===== config.mk =====
export PLATFORM = sky130hd
export DESIGN_NAME = jeff_74x157_scanner
export DESIGN_NICKNAME = d
export VERILOG_FILES = /design/src/rtl/jeff_74x157_scanner.sv
export SDC_FILE = /design/constraint.sdc
export NUM_CORES = 1
export LEC_CHECK = 0
export ABC_AREA = 1
export CAP_MARGIN = 0
export CORE_UTILIZATION = 45
export DETAILED_ROUTE_END_ITERATION = 12
export PLACE_DENSITY = 0.74
export REMOVE_ABC_BUFFERS = 1
export SYNTH_ARGS = -nofsm -noshare
export SYNTH_HDL_FRONTEND = slang
export SYNTH_SLANG_ARGS = --single-unit

===== constraint.sdc =====
create_clock -name clk -period 1.67 [get_ports clk]
set_clock_uncertainty 0.05 [all_clocks]
set_input_delay 0.334 -clock clk [delete_from_list [all_inputs] [get_ports clk]]
set_output_delay 0.334 -clock clk [all_outputs]
set_load 0.02 [all_outputs]

===== src/rtl/jeff_74x157_scanner.sv =====
// jeff_74x157_scanner: alternately selects mux channels A/B, captures y after a dwell, reports pairs
module jeff_74x157_scanner #(
    parameter int WIDTH = 4,
    parameter int DWELL = 4
) (
    input  logic             clk,
    input  logic             rst_n,
    input  logic             start,
    input  logic             cont,
    input  logic             stop,
    input  logic [WIDTH-1:0] y,
    output logic             s,
    output logic             en,
    output logic [WIDTH-1:0] a_data,
    output logic [WIDTH-1:0] b_data,
    output logic             pair_valid,
    output logic             busy,
    output logic [7:0]       scan_count
);
    typedef enum logic [1:0] {IDLE, SEL_A, SEL_B} state_t;
    localparam int CW = DWELL > 1 ? $clog2(DWELL) : 1;
    state_t        state;
    logic [CW-1:0] cnt;
    logic          cont_q;
    logic          stop_req;
    logic          last;
    assign last = cnt == CW'(DWELL - 1);
    // scan FSM; s/en/busy are registered alongside the state so outputs never glitch from inputs
    always_ff @(posedge clk or negedge rst_n) begin
        if (!rst_n) begin
            state      <= IDLE;
            cnt        <= '0;
            cont_q     <= 1'b0;
            stop_req   <= 1'b0;
            s          <= 1'b0;
            en         <= 1'b0;
            busy       <= 1'b0;
            pair_valid <= 1'b0;
            a_data     <= '0;
            b_data     <= '0;
            scan_count <= '0;
        end else begin
            pair_valid <= 1'b0;
            case (state)
                IDLE: if (start) begin
                    state    <= SEL_A;
                    s        <= 1'b0;
                    en       <= 1'b1;
                    busy     <= 1'b1;
                    cont_q   <= cont;
                    stop_req <= 1'b0;
                    cnt      <= '0;
                end
                SEL_A: begin
                    if (stop) stop_req <= 1'b1;
                    cnt <= last ? '0 : cnt + 1'b1;
                    if (last) begin
                        a_data <= y;
                        state  <= SEL_B;
                        s      <= 1'b1;
                    end
                end
                SEL_B: begin
                    if (stop) stop_req <= 1'b1;
                    cnt <= last ? '0 : cnt + 1'b1;
                    if (last) begin
                        b_data     <= y;
                        pair_valid <= 1'b1;
                        scan_count <= scan_count + 8'd1;
                        s          <= 1'b0;
                        if (cont_q && !stop_req && !stop) begin
                            state <= SEL_A;
                        end else begin
                            state <= IDLE;
                            en    <= 1'b0;
                            busy  <= 1'b0;
                        end
                    end
                end
                default: begin
                    state <= IDLE;
                    en    <= 1'b0;
                    busy  <= 1'b0;
                end
            endcase
        end
    end
endmodule


Word level (Yosys, flattened, before mapping) --
Cells that the tools add are included.
Storage, ports and cells: bits in registers 25, input port bits 9, output and inout bits 20, word-level logic and storage cells 57
Cells by class: add/sub/neg operators 2, equality and inequality tests 8, mux-type cells 20, bitwise gates (word level) 1, reductions and logical operators 16
Operators with widths (count):
- 1-bit two-way mux | 10
- 2-bit two-way mux | 5
- 8-bit by 1-bit adder with 8-bit output, second input constant | 1
- 2-bit != test, second input constant | 4
- 2-bit AND reduction | 4
- 4-bit AND reduction | 2
- 1-bit case mux with 3 select lines | 2
- 2-bit case mux with 3 select lines | 1
- 3-bit AND reduction | 2
- 2-bit == test, second input constant | 2
- 2-bit case mux with 2 select lines | 1
- 3-bit nonzero test | 1
- 2-bit by 1-bit adder with 2-bit output, second input constant | 1
- 2-bit by 1-bit == test with 1-bit output, second input constant | 1
- 1-bit logical AND | 2
- 1-bit logical NOT | 2
- 2-bit logical NOT | 1
- 2-bit by 1-bit != test with 1-bit output, second input constant | 1
- 1-bit case mux with 2 select lines | 1
- 2-bit nonzero test | 1
- 2-bit OR reduction | 1
- 1-bit inverter | 1

Depth between registers and ports, before layout --
Gate-level depths: netlist of the first run.
depth in word-level cells 6, gate-level depth with buffers 8, mapped depth without buffers 8

Worst setup path before layout of the first run --
No wires, ideal clock.
kind register to register, start register state[0], end register scan_count[6], library setup time 117 ps, arrival time 1120 ps, setup slack 383 ps, cell stages (with the launch flop) 8, path buffers 0, clock period less this slack 1287 ps, path through dfrtp_1 > inv_1 > ha_1 > nand2_2 > nor3_4 > nand2_1 > nand2_1 > nand2_1
Between the ends: word-level cells in the longest chain between the ends 2
RTL lines:
- start: declaration | line 22 | state_t state;
- start signal: assignment | line 31 | state <= IDLE;
- start signal: assignment | line 46 | state <= SEL_A;
- start signal: assignment | line 59 | state <= SEL_B;
- 2-bit == test | line 44 | case (state)
- 2-bit AND reduction (no source line)
- end signal: assignment | line 69 | scan_count <= scan_count + 8'd1;
- end: declaration | line 18 | output logic [7:0] scan_count
No other way between the ends. A chain may end at the register's enable or synchronous reset.

Worst setup path after layout of the first run --
Same ends and word-level chain as after synthesis.

==> flow_metrics.tcl, run 1 <==
set metrics [dict create \
    tritoncts "built" \
    die_area_sq_um 2810 \
    clock_latency_ns 0.32 \
    cts_buffers 3 \
    wl_um 2310 \
    vias 944 \
    grt_util_all_layers 0.192 \
    cp_num_buf_inv 1 \
    yosys-top-cells-area "dfrtp_1 53%, nand2_1 12%, ha_1 6.4%, inv_1 6.1%, o21ai_0 5.1%" \
    synthCells 132 \
    grt_pass1_vias 887 \
    synth_seq_cells 25 \
    hold_violations 0 \
    nNetsFinal 179 \
    num_io_pins 29 \
    max_freq_mhz 649 \
    port_buffers 28 \
    crit_slowest_cell "dfrtp_1" \
    synth_area_sq_um 1170 \
    drt_first_pass_iters 4 \
    clkTransAtPathRegs_ns 0.14 \
    critical_path.top_delay_family "simple AND/OR/NAND/NOR gates" \
    final.setup.worst_slack_ns 0.128 \
    ant_nets 0 \
    startpoint_type "register" \
    total_power_mw 2.00 \
    finalSetupViolCount 0 \
    synthDominantCellAreaShare 0.534 \
    yosys.area.top_type "dfrtp_1" \
    met3WireLength_um 85 \
    p_sw_mw 0.801 \
    clock_sinks 25 \
    outcome "complete, no violations" \
    crit_path_max_fanout 13 \
    end_kind "register" \
    fin_crit_sh 0.923 \
    min_path_type "in2async" \
    cts_resized 19 \
    postCtsSetupBuffers 0 \
    ff2ff_path_depth 7 \
    core_sq_um 2480 \
    instances_no_fill 193 \
    crit_start "state[0]" \
    diodes 0 \
    r2r_slack_ns 0.13 \
    synth_cell_types 21 \
    cp.required_ns 1.84 \
    finish.utilization 0.601 \
    internal_power_mw 1.19 \
    power.density_nw_per_um2 1340 \
    drc_errors 0 \
    clock_path_buffers 2 \
    critical_path.reg2reg.endpoint "scan_count[6]" \
    grt_pass1_wl_um 3800 \
    wl_met1_um 1070 \
    first_iter_violations 9 \
    cap_violations 0 \
    final_layout_size_suffix_gt1_frac 0.0613 \
    placed_area_sq_um 1480 \
    num_rows 18 \
    relSlewSlack 0.795 \
    critPathKind "reg2reg" \
    dp_cells 189 \
    setup-tns-final_ns 0 \
    worstMarginPinSlew_ns 0.308 \
    reg2reg_from "state[0]" \
    critPathMaxStageDelay_ns 0.43 \
    period_minus_slack_ns 1.54 \
    wire_per_inst_um 12.0 \
    slew_violations 0 \
    design_area_sq_um 1490 \
    grt_max_degree 26 \
    combPwrFrac 0.418 \
    initial_core_util 0.473 \
    dp_hpwl_um 1730 \
    yosysSeqAreaShare 0.534 \
    path_cells "inv_1 > ha_1 > nand2_2 > nor3_4 > nand2_1 > nand2_1 > nand2_1" \
    syn2layout_area_growth_pct 27.1 \
    antenna_found_initial 0 \
    clkPwrFrac 0.138 \
    ir_drop_v 0.000829 \
    pwr-share-seq 0.444 \
    fp.dieW_um 53.0 \
    die_y_um 53.0 \
    vias_per_cell 4.89 \
    p_leak_nw 0.866 \
    dr_wl_met2_um 1120 \
    syn_area_per_cell_sq_um 8.87 \
    netSwitchingFraction 0.402 \
    gp_congestion 0.892 \
    yosys_warnings 0 \
    cts_max_level 1 \
    ctsHoldBuffers 0 \
    grt_setup_unrepaired "no" \
    topRoutingLayerUsed "met4" \
    post-place-ws_ns 0.160 \
    critPathMostFrequentCell "nand2_1" \
    cts-root-buf "clkbuf_4" \
    overflow 0 \
    arrival_ns 1.71 \
    whs_ns 0.295 \
]
cells in the mapped netlist:
cell      number
xor2_1         3
o22ai_1        1
nand2_2        1
ha_1           6
nor2_2         1
xnor2_1        1
mux2_2         1
a21oi_1        1
o21ai_1        1
o21ai_0       12
nor3_4         1
nand4_1        4
nand3_1        6
nand3b_1       1
nand2_1       36
buf_2          1
nor2_1         8
inv_2          2
buf_4          1
inv_1         19
dfrtp_1       25
cell families (layout without fill, tap and decap cells):
group	count (synthesis)	in the layout	share of synthesized area
and+or+nand+nor	58	58	0.219
buffers and inverters	23	54	0.0780
AOI/OAI and AO/OA	15	15	0.0652
xor gates and xnor gates	4	4	0.0299
DFF	25	25	0.534
muxes	1	1	0.00961
adders and majority gates	6	6	0.0641
layout make-up:
cell class / count / area (sq um)
Multi-Input combinational cell: 84 / 454
Tap cell: 30 / 37.5
Timing Repair Buffer: 29 / 267
Fill cell: 242 / 988
Clock buffer: 4 / 26.3
Sequential cell: 25 / 626
Inverter: 21 / 78.8
routing by layer:
layer | vias up | track usage
li1 | 475 | -
met1 | 442 | 0.229
met2 | 23 | 0.335
met3 | 4 | 0.0259
met4 | 0 | 0.0965
met5 | - | 0
flip-flops by register name, indices dropped and copies added, names as in the netlist:
register and flops:
a_data 4, b_data 4, busy 1, cnt 2
cont_q 1, pair_valid 1, s 1, scan_count 8
state 2, stop_req 1
layout by cell type, fill, tap and decap left out, drive strengths merged, types with 3 or more instances in the layout:
cell / n
dlygate4sd2: 19
dfrtp: 25
clkdlybuf4s50: 8
o21ai: 13
inv: 21
nor2: 9
ha: 6
xor2: 3
nand4: 4
clkbuf: 4
nand2: 37
nand3: 6
worst max path at each step:
stage	to	slack, ns	cells past startpoint
after global routing	scan_count[6]	0.008	7
final	scan_count[6]	0.13	7
after CTS	pair_valid	0.005	1
after detailed placement	scan_count[6]	0.16	7
after global placement	scan_count[6]	0.23	7
after floorplan	scan_count[6]	0.30	7
worst reg2reg max path, cell delays in order, from the launching register on:
cell and delay [ns]:
dfrtp_1 0.43, inv_1 0.10, ha_1 0.23, nand2_2 0.19, nor3_4 0.25, nand2_1 0.07, nand2_1 0.06, nand2_1 0.05
power groups by stage:
stage	logic, mW	registers [mW]	clock network (mW)
global placement	0.888	0.890	0
detailed placement	0.917	0.897	0
finish	0.834	0.887	0.275
floorplan	0.390	1.04	0
CTS	0.837	0.887	0.274
global route	0.943	0.907	0.307
Note: power is estimated with default switching activity, not from simulation.
==> inputs of run 2 (changes only) <==
--- a/config.mk
+++ b/config.mk
@@ -8,6 +8,8 @@
 export ABC_AREA = 1
 export CAP_MARGIN = 0
 export CORE_UTILIZATION = 45
+export CTS_BUF_LIST = sky130_fd_sc_hd__clkbuf_16
+export CTS_CLUSTER_SIZE = 25
 export DETAILED_ROUTE_END_ITERATION = 12
 export PLACE_DENSITY = 0.74
 export REMOVE_ABC_BUFFERS = 1
==> flow_metrics.tcl, run 2 (synthesized netlist as in run 1, its figures left out) <==
set metrics [dict create \
    critPathKind "reg2out" \
    port_buffers 28 \
    wl_um 2420 \
    cts-root-buf "clkbuf_16" \
    grt_setup_unrepaired "no" \
    power.density_nw_per_um2 1490 \
    clkTransAtPathRegs_ns 0.06 \
    grt_pass1_wl_um 3920 \
    dp_cells 189 \
    cp.required_ns 1.29 \
    reg_top3 "scan_count (8), a_data (4), b_data (4)" \
    diodes 0 \
    layout_commonest_cell "nand2_1" \
    final_cell_mix "36 x nand2_1, 25 x dfrtp_1, 21 x clkdlybuf4s50_1" \
    core_sq_um 2480 \
    final_layout_size_suffix_gt1_frac 0.0675 \
    antenna_found_initial 0 \
    grt_pass1_vias 895 \
    clock_path_buffers 2 \
    first_iter_violations 10 \
    vias_per_cell 4.87 \
    critPathMaxStageDelay_ns 0.62 \
    grt_util_all_layers 0.198 \
    finalSetupViolCount 0 \
    p_leak_nw 0.924 \
    overflow 0 \
    top_register "scan_count" \
    hold_violations 0 \
    gp_congestion 0.892 \
    drt_first_pass_iters 4 \
    setup-tns-final_ns 0 \
    clock_latency_ns 0.26 \
    fp.dieW_um 53.0 \
    total_power_mw 2.35 \
    outcome "complete, no violations" \
    period_minus_slack_ns 1.62 \
    arrival_ns 1.24 \
    end_kind "output port" \
    crit_slowest_cell "clkdlybuf4s50_1" \
    die_area_sq_um 2810 \
    fin_crit_sh 0.972 \
    largest_reg_flops 8 \
    path_cells "clkdlybuf4s50_1" \
    clock_sinks 25 \
    relSlewSlack 0.792 \
    instances_no_fill 193 \
    ir_drop_v 0.000927 \
    wire_per_inst_um 12.6 \
    ant_nets 0 \
    min_path_type "in2async" \
    slew_violations 0 \
    vias 940 \
    cap_violations 0 \
    die_y_um 53.0 \
    tritoncts "built" \
    grt_max_degree 26 \
    drc_errors 0 \
    whs_ns 0.384 \
    max_freq_mhz 616 \
    initial_core_util 0.473 \
    startpoint_type "register" \
    crit_path_max_fanout 2 \
    cts_max_level 1 \
    dp_hpwl_um 1730 \
    cts_buffers 3 \
    nNetsFinal 179 \
    syn2layout_area_growth_pct 34.2 \
    cp_num_buf_inv 1 \
    worstMarginPinSlew_ns 0.312 \
    num_io_pins 29 \
    post-place-ws_ns 0.160 \
    final.setup.worst_slack_ns 0.0466 \
    critical_path.top_delay_family "buffers and inverters" \
    num_rows 18 \
]
## run 2: power breakdown
group	switching, mW	leakage, nW	internal (mW)
clock	0.205	0.0423	0.320
sequential	0.115	0.306	0.781
combinational	0.520	0.575	0.406
## run 2: per-layer routing
| layer | vias up | routed length [um] | global-route usage |
|---|---|---|---|
| li1 | 479 | - | - |
| met1 | 428 | 1120 | 0.239 |
| met2 | 29 | 1180 | 0.342 |
| met3 | 4 | 100 | 0.0402 |
| met4 | 0 | 21 | 0.0789 |
| met5 | - | 0 | 0 |
## run 2: cell type report
| cell class | instances | area [sq um] |
|---|---|---|
| multi-input cells | 84 | 457 |
| flip-flops and latches | 25 | 626 |
| clock buffers | 3 | 75.1 |
| fillers | 207 | 906 |
| inverters | 21 | 78.8 |
| well taps | 30 | 37.5 |
| repair buffers | 29 | 294 |
| clock inverters | 1 | 3.75 |
## run 2: stage by stage
stage	area (sq um)	utilization
floorplan	1160	-
global placement	1480	0.599
detailed placement	1480	0.599
CTS	1560	0.629
global route	1570	0.634
finish	1570	0.634
## run 2: path summary, 6_finish.rpt
check,start,endpoint,slack (ns),cells after the start
min in group clk,a_data[3],a_data[3],0.44,2
setup reg to reg,state[0],scan_count[6],0.14,7
setup / recovery,b_data[0],b_data[0],0.05,1
hold / removal,rst_n,a_data[2],0.38,2
max in group asynchronous,rst_n,scan_count[0],0.94,2
hold reg to reg,a_data[3],a_data[3],0.44,2
## run 2: worst reg2reg max path, cell delays in order (launching register included)
cell and delay, ns:
dfrtp_1 0.40, inv_1 0.10, ha_1 0.23, nand2_2 0.20
nor3_4 0.26, nand2_1 0.07, nand2_1 0.06, nand2_1 0.05
## run 2: repair_timing
action | in CTS | in global routing
setup buffers | 0 | 0
endpoints found under the hold margin | 0 | 0
gates resized for setup | 3 | 5
hold buffers | 0 | 0
endpoints found under the setup margin | 3 | 5
